--- src/rtl/vga_pattern_gen_if.sv ---
// Write-side link between the pattern generator and the memory arbiter write FIFO.
interface vga_pattern_gen_if;
   logic        wr_en;
   logic        data_en;
   logic [15:0] dout;

   modport master (input wr_en, output data_en, output dout);
   modport slave  (output wr_en, input data_en, input dout);
endinterface

--- src/rtl/vga_pattern_gen.sv ---
// Streams one H_ACTIVE x V_LINES frame of RGB565 words per frame sync, paced by
// the arbiter ready, with selectable test patterns and frame/overrun status.
module vga_pattern_gen #(
   parameter int H_ACTIVE   = 1024,
   parameter int V_LINES    = 40,
   parameter int CHECK_LOG2 = 5
) (
   input  logic              clk,
   input  logic              rst,
   input  logic              start_i,
   input  logic [2:0]        mode_i,
   input  logic [15:0]       fg_color_i,
   vga_pattern_gen_if.master wr_if,
   output logic              busy_o,
   output logic              done_o,
   output logic [7:0]        frame_cnt_o,
   output logic              overrun_o
);
   localparam int DATA_DEPTH = H_ACTIVE * V_LINES;
   localparam int IDX_W      = $clog2(DATA_DEPTH + 1);
   localparam int X_W        = (H_ACTIVE > 1) ? $clog2(H_ACTIVE) : 1;
   localparam int Y_W        = (V_LINES > 1) ? $clog2(V_LINES) : 1;
   localparam int SUB_N      = H_ACTIVE / 8;
   localparam int SUB_W      = (SUB_N > 1) ? $clog2(SUB_N) : 1;

   typedef enum logic [1:0] {ST_IDLE, ST_FILL, ST_DONE} state_t;

   state_t             state_q, state_d;
   logic [2:0]         mode_q, mode_d;
   logic [15:0]        fg_q, fg_d;
   logic [X_W-1:0]     x_q, x_d;
   logic [Y_W-1:0]     y_q, y_d;
   logic [SUB_W-1:0]   sub_q, sub_d;
   logic [2:0]         bar_q, bar_d;
   logic [IDX_W-1:0]   idx_q, idx_d;
   logic               data_en_q, data_en_d;
   logic [15:0]        dout_q, dout_d;
   logic               busy_q, busy_d;
   logic               done_q, done_d;
   logic [7:0]         frame_cnt_q, frame_cnt_d;
   logic               overrun_q, overrun_d;

   logic               x_chk, y_chk;
   logic [5:0]         lum;
   logic [15:0]        idx_lo;
   logic [15:0]        bar_color;
   logic [15:0]        pattern;
   logic               issue;
   logic               start_frame;

   // Narrow counters read as zero above their top bit.
   generate
      if (CHECK_LOG2 < X_W) begin : g_xchk
         assign x_chk = x_q[CHECK_LOG2];
      end else begin : g_xchk0
         assign x_chk = 1'b0;
      end
      if (CHECK_LOG2 < Y_W) begin : g_ychk
         assign y_chk = y_q[CHECK_LOG2];
      end else begin : g_ychk0
         assign y_chk = 1'b0;
      end
      if (X_W >= 6) begin : g_lum
         assign lum = x_q[5:0];
      end else begin : g_lum_ext
         assign lum = 6'(x_q);
      end
      if (IDX_W >= 16) begin : g_idx
         assign idx_lo = idx_q[15:0];
      end else begin : g_idx_ext
         assign idx_lo = 16'(idx_q);
      end
   endgenerate

   always_comb begin
      bar_color = 16'h0000;
      case (bar_q)
         3'd0:    bar_color = 16'hFFFF;
         3'd1:    bar_color = 16'hFFE0;
         3'd2:    bar_color = 16'h07FF;
         3'd3:    bar_color = 16'h07E0;
         3'd4:    bar_color = 16'hF81F;
         3'd5:    bar_color = 16'hF800;
         3'd6:    bar_color = 16'h001F;
         default: bar_color = 16'h0000;
      endcase
   end

   always_comb begin
      pattern = fg_q;
      case (mode_q)
         3'd1:    pattern = bar_color;
         3'd2:    pattern = {lum[5:1], lum, lum[5:1]};
         3'd3:    pattern = (x_chk ^ y_chk) ? fg_q : ~fg_q;
         3'd4:    pattern = idx_lo;
         default: pattern = fg_q;
      endcase
   end

   // The word index runs one past the last word so FILL can see the frame drain.
   assign issue       = (state_q == ST_FILL) && wr_if.wr_en && (idx_q < IDX_W'(DATA_DEPTH));
   assign start_frame = start_i && (state_q != ST_FILL);

   always_comb begin
      state_d     = state_q;
      mode_d      = mode_q;
      fg_d        = fg_q;
      x_d         = x_q;
      y_d         = y_q;
      sub_d       = sub_q;
      bar_d       = bar_q;
      idx_d       = idx_q;
      data_en_d   = 1'b0;
      dout_d      = dout_q;
      frame_cnt_d = frame_cnt_q;
      overrun_d   = overrun_q;

      case (state_q)
         ST_IDLE: if (start_i) state_d = ST_FILL;
         ST_FILL: begin
            if (start_i) overrun_d = 1'b1;
            if (idx_q == IDX_W'(DATA_DEPTH)) begin
               state_d     = ST_DONE;
               frame_cnt_d = frame_cnt_q + 8'd1;
            end
         end
         ST_DONE: state_d = start_i ? ST_FILL : ST_IDLE;
         default: state_d = ST_IDLE;
      endcase

      if (issue) begin
         data_en_d = 1'b1;
         dout_d    = pattern;
         idx_d     = idx_q + 1'b1;
         if (x_q == X_W'(H_ACTIVE - 1)) begin
            x_d   = '0;
            y_d   = y_q + 1'b1;
            sub_d = '0;
            bar_d = '0;
         end else begin
            x_d = x_q + 1'b1;
            if (sub_q == SUB_W'(SUB_N - 1)) begin
               sub_d = '0;
               bar_d = bar_q + 3'd1;
            end else begin
               sub_d = sub_q + 1'b1;
            end
         end
      end

      if (start_frame) begin
         mode_d = mode_i;
         fg_d   = fg_color_i;
         x_d    = '0;
         y_d    = '0;
         sub_d  = '0;
         bar_d  = '0;
         idx_d  = '0;
      end

      busy_d = (state_d != ST_IDLE);
      done_d = (state_d == ST_DONE);
   end

   always_ff @(posedge clk) begin
      if (rst) begin
         state_q     <= ST_IDLE;
         mode_q      <= '0;
         fg_q        <= '0;
         x_q         <= '0;
         y_q         <= '0;
         sub_q       <= '0;
         bar_q       <= '0;
         idx_q       <= '0;
         data_en_q   <= 1'b0;
         dout_q      <= '0;
         busy_q      <= 1'b0;
         done_q      <= 1'b0;
         frame_cnt_q <= '0;
         overrun_q   <= 1'b0;
      end else begin
         state_q     <= state_d;
         mode_q      <= mode_d;
         fg_q        <= fg_d;
         x_q         <= x_d;
         y_q         <= y_d;
         sub_q       <= sub_d;
         bar_q       <= bar_d;
         idx_q       <= idx_d;
         data_en_q   <= data_en_d;
         dout_q      <= dout_d;
         busy_q      <= busy_d;
         done_q      <= done_d;
         frame_cnt_q <= frame_cnt_d;
         overrun_q   <= overrun_d;
      end
   end

   assign wr_if.data_en = data_en_q;
   assign wr_if.dout    = dout_q;
   assign busy_o        = busy_q;
   assign done_o        = done_q;
   assign frame_cnt_o   = frame_cnt_q;
   assign overrun_o     = overrun_q;
endmodule

--- src/flat_wrapper.sv ---
// flat-port wrapper written by rule: the top's interface ports become plain ports
module vga_pattern_gen_flat 
#(
   parameter int H_ACTIVE   = 1024,
   parameter int V_LINES    = 40,
   parameter int CHECK_LOG2 = 5
)
  (clk, rst, start_i, mode_i, fg_color_i, busy_o, done_o, frame_cnt_o, overrun_o, wr_if_wr_en, wr_if_data_en, wr_if_dout);
  vga_pattern_gen_if wr_if_i ();
  input  logic clk;
  input  logic rst;
  input  logic start_i;
  input  logic [2:0] mode_i;
  input  logic [15:0] fg_color_i;
  output logic busy_o;
  output logic done_o;
  output logic [7:0] frame_cnt_o;
  output logic overrun_o;
  input wire logic [$bits(wr_if_i.wr_en)-1:0] wr_if_wr_en;
  output wire logic [$bits(wr_if_i.data_en)-1:0] wr_if_data_en;
  output wire logic [$bits(wr_if_i.dout)-1:0] wr_if_dout;
  assign wr_if_i.wr_en = wr_if_wr_en;
  assign wr_if_data_en = wr_if_i.data_en;
  assign wr_if_dout = wr_if_i.dout;
  vga_pattern_gen #(.H_ACTIVE(H_ACTIVE), .V_LINES(V_LINES), .CHECK_LOG2(CHECK_LOG2)) u_core (.clk(clk), .rst(rst), .start_i(start_i), .mode_i(mode_i), .fg_color_i(fg_color_i), .wr_if(wr_if_i), .busy_o(busy_o), .done_o(done_o), .frame_cnt_o(frame_cnt_o), .overrun_o(overrun_o));
endmodule
--- config.mk ---
export PLATFORM = sky130hd
export DESIGN_NAME = vga_pattern_gen_flat
export DESIGN_NICKNAME = d
export VERILOG_FILES = /design/src/rtl/vga_pattern_gen_if.sv /design/src/rtl/vga_pattern_gen.sv /design/src/flat_wrapper.sv
export SDC_FILE = /design/constraint.sdc
export NUM_CORES = 1
export LEC_CHECK = 0
export BUFFER_PORTS_ARGS = -buffer_cell sky130_fd_sc_hd__buf_2
export CORE_UTILIZATION = 41
export DETAILED_ROUTE_END_ITERATION = 7
export SLEW_MARGIN = 40
export SYNTH_ARGS = -nofsm -noshare
export SYNTH_HDL_FRONTEND = slang
export SYNTH_SLANG_ARGS = --single-unit
--- constraint.sdc ---
create_clock -name clk -period 2.16 [get_ports clk]
set_input_delay 0.324 -clock clk [delete_from_list [all_inputs] [get_ports clk]]
set_output_delay 0.324 -clock clk [all_outputs]
set_load 0.02 [all_outputs]
==> results of run 1 <==
## sequential cells by signal, indices dropped and copies added, names as in the netlist
signal / flops
u_core.fg_q: 16
u_core.sub_q: 7
u_core.bar_q: 3
u_core.frame_cnt_o: 8
u_core.busy_o: 1
u_core.state_q: 2
u_core.y_q: 6
u_core.x_q: 10
u_core.wr_if.data_en: 1
u_core.wr_if.dout: 16
u_core.done_o: 1
u_core.mode_q: 3
u_core.overrun_o: 1
u_core.idx_lo: 16
## final timing paths
check / from / endpoint / slack [ns] / depth (start not counted)
max: u_core.bar_q[1] / u_core.wr_if.dout[10] / 0.11 / 7
min: fg_color_i[15] / u_core.fg_q[15] / 0.18 / 3
max reg2reg: u_core.bar_q[1] / u_core.wr_if.dout[10] / 0.11 / 7
min reg2reg: u_core.wr_if.dout[1] / u_core.wr_if.dout[1] / 0.44 / 2
## per-layer routing
| layer | GRT usage, % | up-vias |
|---|---|---|
| li1 | - | 1942 |
| met1 | 26.6 | 1809 |
| met2 | 34.1 | 74 |
| met3 | 3.81 | 7 |
| met4 | 6.34 | 0 |
| met5 | 0 | - |
## power by group
part | switching (mW) | internal, mW | total (mW) | leakage (nW)
combinational | 0.221 | 0.136 | 0.358 | 1.06
sequential | 0.0376 | 1.72 | 1.76 | 0.738
clock | 0.627 | 0.452 | 1.08 | 0.0820
total | 0.886 | 2.31 | 3.20 | 1.89
## final cells by class
| type | count | area (um^2) |
|---|---|---|
| Clock buffer | 11 | 141 |
| Sequential cell | 91 | 1820 |
| Fill cell | 1022 | 5360 |
| Multi-Input combinational cell | 400 | 2350 |
| Timing Repair Buffer | 66 | 395 |
| Clock inverter | 5 | 36.3 |
| Tap cell | 136 | 170 |
| Inverter | 13 | 48.8 |
## cells by family (layout without fill, tap and decap cells)
logic type / after synthesis / in the layout / synth area share (%)
AOI/OAI and AO/OA: 103 / 103 / 14.0
xor gates and xnor gates: 49 / 49 / 10.0
adders and majority gates: 11 / 11 / 3.16
buffers and inverters: 40 / 95 / 4.23
DFF: 91 / 91 / 41.9
muxes: 1 / 1 / 0.230
and+or+nand+nor: 236 / 236 / 26.5
## cell usage in the layout, fill, tap and decap left out, drive strengths merged, types with 6 or more instances in the layout
master / instances
nand3: 17
inv: 14
a31oi: 8
clkbuf: 11
a21oi: 40
o21ai: 19
or3: 7
o22ai: 14
buf: 66
xnor2: 25
nand2: 86
nor3: 11
xor2: 24
ha: 11
nand4: 15
nor2b: 6
nor2: 51
nor4: 6
dfxtp: 91
and3: 11
## critical path, delay by kind of cell, from the launching register on
kind | cells | cell delay (ns)
AO/OA/AOI/OAI | 2 | 0.21
adder cells (fa/ha/maj) | 2 | 0.40
AND/OR/NAND/NOR | 3 | 0.94
flip-flops | 1 | 0.36
## stage by stage
| stage | instances | hold slack, ns | area [um^2] | utilization [%] |
|---|---|---|---|---|
| final | 722 | 0.185 | 4960 | 48.0 |
| after global routing | 722 | 0.184 | 4960 | 48.0 |
| after CTS | 722 | 0.175 | 4960 | 48.0 |
| after detailed placement | 706 | 0.428 | 4780 | 46.3 |
| after global placement | 706 | 0.421 | 4780 | 46.3 |
| after floorplan | 531 | 0.436 | 4350 | - |
==> run_results.csv, run 1 <==
group,metric,value,unit
clock_network,cts_resized,0,
floorplan,start_util,42.2,%
pwr,power,3.20,mW
finish,antenna_cells,0,
floorplan,dieHeight,105,um
worst_setup_path,worstPathCellList,"ha_1 > ha_1 > or4_1 > nand3b_1 > a21oi_1 > nor2_1 > a31oi_1",
logic_synthesis,synthArstFlopShare,0,%
clock_network,clk_path_buf_depth,2,
worst_setup_path,start_kind,"flop",
routing,vias,3832,
routing,routed-wl-met2,5090,um
placed_design,dp_hpwl,7750,um
routing,met3_wirelength,482,um
timing,min_period,2.05,ns
routing,drc_errors,0,
logic_synthesis,synth_common_cells,"dfxtp_1 (91), nand2_1 (85), nor2_1 (51)",
timing,fmax,488,MHz
worst_setup_path,required,2.40,ns
logic_synthesis,avgSynthCellArea,8.20,um^2
timing,fin_skew,0.0171,ns
timing,setup_violations,0,
logic_synthesis,syn_area,4350,um^2
routing,routedWlPerCell,14.9,um
floorplan,core,10300,um^2
logic_synthesis,synth_edf_count,0,
clock_network,clk-insertion-delay-late,0.37,ns
logic_synthesis,ys_ff_latch,91,
pwr,leakagePower,1.89,nW
pwr,peakVddDrop,349,uV
logic_synthesis,ys.flop_type,"dfxtp_1",
timing,rsz0062_at_grt,"false",
logic_synthesis,syn_inst,531,
logic_synthesis,ys_warn_count,0,
finish,layout-drive-gt1-share,14.7,%
worst_setup_path,cp_max_fo,5,
floorplan,ios,51,
routing,drt_iter0_drc,248,
min_path,hp-class,"primary input to flop",
timing,fin_crit_sh,94.9,%
clock_network,tritoncts,"done",
clock_network,numCtsBuffers,9,
pwr,power_density,645,nW/um^2
logic_synthesis,synth.yosys.seq_area_share,41.9,%
global_routing,grt_max_degree,30,
timing,fin_tns_setup,0,ns
routing,antenna_left,0,
routing,met1_length,5090,um
clock_network,clk_pin_slew_worst_paths,0.09,ns
global_routing,antenna_found_initial,0,
floorplan,num_rows,37,
logic_synthesis,synth_nets,565,
placed_design,io_buffers,50,
clock_network,cts-root-buf,"clkbuf_8",
logic_synthesis,ys_types,50,
placed_design,pre_cts_slack,0.158,ns
routing,drtPass1Iterations,4,
floorplan,die_w,105,um
global_routing,grt_pass1_vias,3690,
timing,hold_viol_final,0,
clock_network,ctsHtreeMaxLevel,3,
routing,drt_wl_total,10800,um
finish,syn_to_final_growth,14.0,%
logic_synthesis,synth_area_leaders,"dfxtp_1 (42%), nand2_1 (7.3%), xnor2_1 (5.0%)",
worst_setup_path,crit_top_cell,"ha_1",
timing,maxSlewHeadroom,66.5,%
timing,tightest_slew,0.499,ns
job,max-cap-violations,0,
placed_design,place.gp.congestion,0.819,
logic_synthesis,yosysMostFrequentCell,"dfxtp_1",
worst_setup_path,cp.arrival,2.29,ns
logic_synthesis,synth_top_area_cell,"dfxtp_1",
worst_setup_path,slowest_delay,0.50,ns
routing,route.top_layer_used,"met4",
clock_network,cts_setup_buffers,0,
clock_network,clock_sinks,91,
global_routing,grt_first_pass_wirelength,18000,um
worst_setup_path,endpoint_kind,"flop",
global_routing,overflow,0,
floorplan,die_area,11000,um^2
worst_setup_path,critPathSlowestCell,"or4_1",
clock_network,ctsHoldBuffers,0,
timing,layout_setup_ws,0.111,ns
finish,final_net_count,615,
logic_synthesis,yosysTopAreaCellShare,41.9,%
status,status,"completed",
global_routing,grt_usage,20.4,%
routing,routed_via_density,5.31,
worst_setup_path,path_class,"flop to flop",
timing,drv_slew,0,
Power figures use the tool's default switching activity.
==> inputs of run 2 (changes only) <==
Settings changed: ABC_AREA set to 1, CORE_UTILIZATION 41 to 45.
==> run 2 against run 1 <==
Core utilization up 4.4 points. Via count up 26%. Critical path type unchanged. Global-route usage up 1.7 points. Synthesized area up 17%. Sequential power about the same.
==> run_results.csv, run 2 <==
group,metric,value,unit
worst_setup_path,required,2.38,ns
floorplan,die_w,108,um
timing,setup_violations,0,
logic_synthesis,ys_warn_count,0,
routing,routed_via_density,5.04,
clock_network,clk_pin_slew_worst_paths,0.07,ns
finish,multi_input_area,2720,um^2
timing,tightest_slew,0.633,ns
finish,finalNonFillerCells,956,
floorplan,num_rows,38,
routing,vias,4819,
clock_network,clk_path_buf_depth,2,
logic_synthesis,synth_top_area_cell,"dfxtp_1",
logic_synthesis,synth_nets,806,
worst_setup_path,r2r_cells,9,
logic_synthesis,synth_edf_count,0,
floorplan,ios,51,
finish,final_cell_mix,"nand2_1 (211), nor2_1 (94), dfxtp_1 (91), inv_1 (79), nand3_1 (72)",
worst_setup_path,critPathSlowestCell,"dfxtp_1",
worst_setup_path,cp.arrival,1.94,ns
global_routing,grt_usage,22.1,%
logic_synthesis,yosysMostFrequentCell,"nand2_1",
clock_network,ctsHtreeMaxLevel,3,
worst_setup_path,endpoint_kind,"flop",
pwr,power_density,727,nW/um^2
worst_setup_path,reg2reg_to,"u_core.idx_lo[4]",
logic_synthesis,ys_types,39,
clock_network,ctsHoldBuffers,0,
global_routing,grt_first_pass_wirelength,20200,um
logic_synthesis,syn_area,5080,um^2
logic_synthesis,synth_common_cells,"nand2_1 (211), nor2_1 (94), dfxtp_1 (91)",
finish,fin_area,5740,um^2
worst_setup_path,worstPathCellList,"inv_2 > nand2_2 > nor2_2 > nand2_4 > inv_2 > buf_12 > nand2_1 > xor2_1 > nor2_1",
finish,syn_to_final_growth,13.0,%
clock_network,cts_setup_buffers,0,
timing,fin_skew,0.00703,ns
job,max-cap-violations,0,
timing,hold_viol_final,0,
logic_synthesis,syn_inst,772,
routing,drt_iter0_drc,271,
finish,postLayoutCoreUtil,52.5,%
logic_synthesis,synth.yosys.seq_area_share,35.9,%
routing,drc_errors,0,
placed_design,pre_cts_slack,0.450,ns
timing,fmax,581,MHz
global_routing,grt_pass1_vias,4369,
finish,layout-drive-gt1-share,14.0,%
worst_setup_path,crit_path_end,"u_core.idx_lo[4]",
routing,antenna_left,0,
floorplan,start_util,46.4,%
finish,final_common_cell,"nand2_1",
worst_setup_path,crit_path_start,"u_core.state_q[1]",
finish,final_net_count,845,
timing,maxSlewHeadroom,57.8,%
logic_synthesis,ys_ff_latch,91,
worst_setup_path,crit_top_cell,"inv_2",
logic_synthesis,synthArstFlopShare,0,%
placed_design,dp_hpwl,9010,um
routing,routedWlPerCell,12.6,um
logic_synthesis,avgSynthCellArea,6.58,um^2
clock_network,cts-root-buf,"clkbuf_16",
worst_setup_path,path_class,"flop to flop",
finish,antenna_cells,0,
finish,fill_cells,1132,
clock_network,clk-insertion-delay-late,0.35,ns
global_routing,overflow,0,
timing,fin_crit_sh,79.7,%
timing,rsz0062_at_grt,"false",
timing,fin_tns_setup,0,ns
placed_design,dpl_cell_area,5360,um^2
timing,min_period,1.72,ns
finish,regArea,1820,um^2
timing,drv_slew,0,
timing,layout_setup_ws,0.438,ns
pwr,leakagePower,2.47,nW
worst_setup_path,slowest_delay,0.34,ns
routing,drt_wl_total,12100,um
global_routing,antenna_found_initial,0,
pwr,peakVddDrop,608,uV
pwr,power,4.17,mW
clock_network,clock_sinks,91,
clock_network,numCtsBuffers,9,
placed_design,place.gp.congestion,0.827,
placed_design,dp_cells,940,
logic_synthesis,synth_area_leaders,"dfxtp_1 (36%), nand2_1 (16%), nand3_1 (7.1%)",
floorplan,dieHeight,108,um
worst_setup_path,rrSetupSlack,0.44,ns
floorplan,core,10900,um^2
routing,drtPass1Iterations,7,
global_routing,grt_max_degree,39,
worst_setup_path,start_kind,"flop",
status,status,"completed",
timing,final.hold.worst_slack,0.251,ns
min_path,hp-class,"primary input to flop",
logic_synthesis,ys.flop_type,"dfxtp_1",
clock_network,cts_resized,0,
worst_setup_path,cp_max_fo,30,
floorplan,die_area,11700,um^2
clock_network,tritoncts,"done",
worst_setup_path,rr_startpoint,"u_core.state_q[1]",
placed_design,io_buffers,50,
logic_synthesis,yosysTopAreaCellShare,35.9,%
run 2: changes by cell type after synthesis, sizes merged, moves of 9 or more:
cell    delta
nor2      +59
a21oi     +21
o21ai     +22
clkbuf     -9
nand3     +57
xnor2     -20
xor2      -13
nand2    +135
inv       +78
and3      -10
o22ai     -14
run 2: metal layers:
layer | routed length, um | up-vias | GRT usage, %
met3 | 514 | 15 | 5.06
met4 | 219 | 0 | 8.02
met5 | 0 | - | 0
met1 | 5610 | 2193 | 27.7
met2 | 5740 | 89 | 37.0
li1 | - | 2522 | -
run 2: worst min-delay path by stage:
stage	start	endpoint	cells after the start
2_1_floorplan	u_core.y_q[1]	u_core.y_q[1]	2
3_3_place_gp	u_core.overrun_o	u_core.overrun_o	1
3_5_place_dp	u_core.overrun_o	u_core.overrun_o	1
4_1_cts	fg_color_i[2]	u_core.fg_q[2]	3
5_1_grt	fg_color_i[11]	u_core.fg_q[11]	3
6_report	fg_color_i[1]	u_core.fg_q[1]	3
run 2: cells by family (layout without fill, tap and decap cells):
| group | count (synthesis) | in the layout | synth area share, % |
|---|---|---|---|
| compound gates | 107 | 107 | 10.9 |
| xor+xnor | 16 | 16 | 2.76 |
| fa+ha+maj | 11 | 11 | 2.71 |
| buf+inv | 118 | 162 | 10.5 |
| flops | 91 | 91 | 35.9 |
| simple gates | 429 | 429 | 37.2 |
run 2: where the power goes:
group	internal [mW]	switching (mW)	total (mW)	leakage, nW
combinational	0.139	0.291	0.430	1.55
sequential	1.74	0.0386	1.77	0.740
clock	1.31	0.655	1.97	0.183
total	3.19	0.985	4.17	2.47
run 2: cell type report:
| class | count | area share, % |
|---|---|---|
| Clock buffer | 12 | 4.47 |
| Clock inverter | 4 | 2.09 |
| Timing Repair Buffer | 54 | 5.10 |
| Sequential cell | 91 | 31.7 |
| Tap cell | 140 | 3.05 |
| Multi-Input combinational cell | 563 | 47.4 |
| Inverter | 92 | 6.11 |
run 2: critical path: cells and delay by family (launching register included):
kind / cells / cell delay [ns]
DFF: 1 / 0.34
and+or+nand+nor: 5 / 0.48
xor gates and xnor gates: 1 / 0.17
buffers and inverters: 3 / 0.59
==> inputs of run 3 (changes only) <==
Settings changed: PLACE_DENSITY set to 0.66.
Clock period 2.16 ns to 1.5 ns, I/O delays scaled along.
==> run 3 against run 2 <==
First-iteration DRC count is 25% higher. Non-clock buffer count up 41. Critical path depth rose by 1. Sequential cell count unchanged. Final cell count up 4.5%. Fmax rose by 18%. Die area did not move. Core utilization up 5.0 points. Combinational power increased by 70%. Sequential share of layout area fell by 2.4 points. Highest routed layer unchanged.
==> run_results.csv, run 3 (same netlist as run 2, synthesis figures left out) <==
group,metric,value,unit
global_routing,grt_first_pass_wirelength,20900,um
worst_setup_path,start_kind,"flop",
timing,rsz0062_at_grt,"true",
floorplan,dieHeight,108,um
worst_setup_path,worstPathCellList,"ha_4 > nand2_4 > nor2_4 > nand2_2 > inv_2 > nand2_4 > nor2_4 > inv_2 > nand2_1 > a21oi_1",
finish,syn_to_final_growth,23.8,%
timing,fmax,686,MHz
min_path,whs_path_depth,3,
finish,finalNonFillerCells,999,
floorplan,num_rows,38,
worst_setup_path,slowest_delay,0.35,ns
worst_setup_path,rr_startpoint,"u_core.x_q[1]",
routing,routedWlPerCell,13.2,um
timing,maxSlewHeadroom,79.9,%
floorplan,core,10900,um^2
worst_setup_path,endpoint_kind,"flop",
floorplan,die_area,11700,um^2
floorplan,ios,51,
finish,postLayoutCoreUtil,57.5,%
timing,min_period,1.46,ns
global_routing,grt_usage,23.0,%
clock_network,cts-root-buf,"clkbuf_16",
routing,drtPass1Iterations,5,
timing,layout_setup_ws,0.0424,ns
worst_setup_path,cp.arrival,1.70,ns
timing,tightest_slew,0.300,ns
finish,antenna_cells,0,
finish,final_common_cell,"nand2_1",
worst_setup_path,cp_max_fo,6,
worst_setup_path,rrSetupSlack,0.04,ns
pwr,leakagePower,2.68,nW
worst_setup_path,required,1.74,ns
clock_network,clk_path_buf_depth,2,
finish,layout-drive-gt1-share,24.1,%
min_path,min_from,"fg_color_i[6]",
timing,fin_crit_sh,97.2,%
clock_network,numCtsBuffers,9,
clock_network,ctsHoldBuffers,0,
timing,setup_violations,0,
clock_network,clk_pin_slew_worst_paths,0.07,ns
floorplan,die_w,108,um
min_path,hp-class,"primary input to flop",
global_routing,grt_pass1_vias,4531,
min_path,min_to,"u_core.fg_q[6]",
pwr,power_density,862,nW/um^2
worst_setup_path,critPathSlowestCell,"dfxtp_2",
timing,drv_slew,0,
clock_network,clk-insertion-delay-late,0.35,ns
worst_setup_path,reg2reg_to,"u_core.y_q[5]",
clock_network,tritoncts,"done",
placed_design,place.gp.congestion,0.851,
pwr,peakVddDrop,711,uV
timing,fin_skew,0.00917,ns
timing,fin_tns_setup,0,ns
worst_setup_path,r2r_cells,10,
placed_design,dp_cells,971,
global_routing,grt_max_degree,39,
timing,hold_viol_final,0,
floorplan,start_util,46.4,%
worst_setup_path,path_class,"flop to flop",
routing,drt_iter0_drc,340,
routing,antenna_left,0,
routing,drt_wl_total,13200,um
finish,final_cell_mix,"nand2_1 (198), nor2_1 (84), dfxtp_1 (78), inv_1 (75), nand3_1 (70)",
clock_network,ctsHtreeMaxLevel,3,
placed_design,io_buffers,50,
placed_design,pre_cts_slack,-0.111,ns
clock_network,clock_sinks,91,
placed_design,dp_hpwl,9550,um
global_routing,antenna_found_initial,0,
status,status,"completed",
routing,routed_via_density,5.06,
routing,drc_errors,0,
global_routing,overflow,0,
finish,final_net_count,888,
routing,vias,5057,
job,max-cap-violations,0,
[run 3: cell types whose count changed in the layout (fill, tap and decap cells not counted), sizes merged]
cell | previous run | this run
buf | 54 | 94
bufinv | 4 | 0
clkinv | 1 | 5
clkinvlp | 0 | 4
clkbuf | 12 | 10
nand3 | 74 | 75
[run 3: through the flow]
stage	hold slack (ns)	power [mW]	instance area [um^2]
after CTS	0.143	5.40	5960
after floorplan	0.373	3.08	5080
final	0.146	5.42	6290
after global placement	0.469	3.26	5670
after global routing	0.172	5.65	6290
after detailed placement	0.477	3.28	5670
[run 3: worst max-delay path, delay by kind of cell (launching register included)]
family	cells	cell delay [ns]
AND/OR/NAND/NOR	6	0.60
AO/OA/AOI/OAI	1	0.06
flip-flops	1	0.35
buffers and inverters	2	0.18
adder cells (fa/ha/maj)	1	0.15
[run 3: per-layer routing]
metal | global-route usage, % | share of wire (%)
met5 | 0 | 0
met1 | 30.4 | 45
met2 | 36.9 | 47
met4 | 11.0 | 2.7
met3 | 3.38 | 5.1
[run 3: repair_timing]
action                                  4_1_cts  5_1_grt
gates resized for setup                       6       67
endpoints found under the setup margin       13       50
cloned                                        0        3
pin swaps                                     4       30
buffers inserted                              0        9
[run 3: cell type report]
cell class,count,area (um^2)
Clock buffer,9,225
Multi-Input combinational cell,564,2930
Sequential cell,91,1840
Fill cell,1070,4650
Clock inverter,7,43.8
Tap cell,140,175
Inverter,92,359
Timing Repair inverter,1,5.00
Timing Repair Buffer,95,706
[run 3: worst max path at each step]
| stage | start | endpoint | depth (start not counted) |
|---|---|---|---|
| final | u_core.x_q[1] | u_core.y_q[5] | 10 |
| after global routing | u_core.x_q[1] | u_core.y_q[5] | 10 |
| after CTS | u_core.bar_q[1] | u_core.wr_if.dout[14] | 10 |
| after detailed placement | u_core.bar_q[0] | u_core.wr_if.dout[8] | 9 |
| after global placement | u_core.bar_q[0] | u_core.wr_if.dout[10] | 9 |
| after floorplan | u_core.bar_q[0] | u_core.wr_if.dout[10] | 9 |
[run 3: report_power, final]
| part | leakage (nW) | internal, mW | switching (mW) |
|---|---|---|---|
| clock network | 0.131 | 1.12 | 1.02 |
| registers | 0.747 | 2.50 | 0.0579 |
| logic | 1.80 | 0.269 | 0.464 |
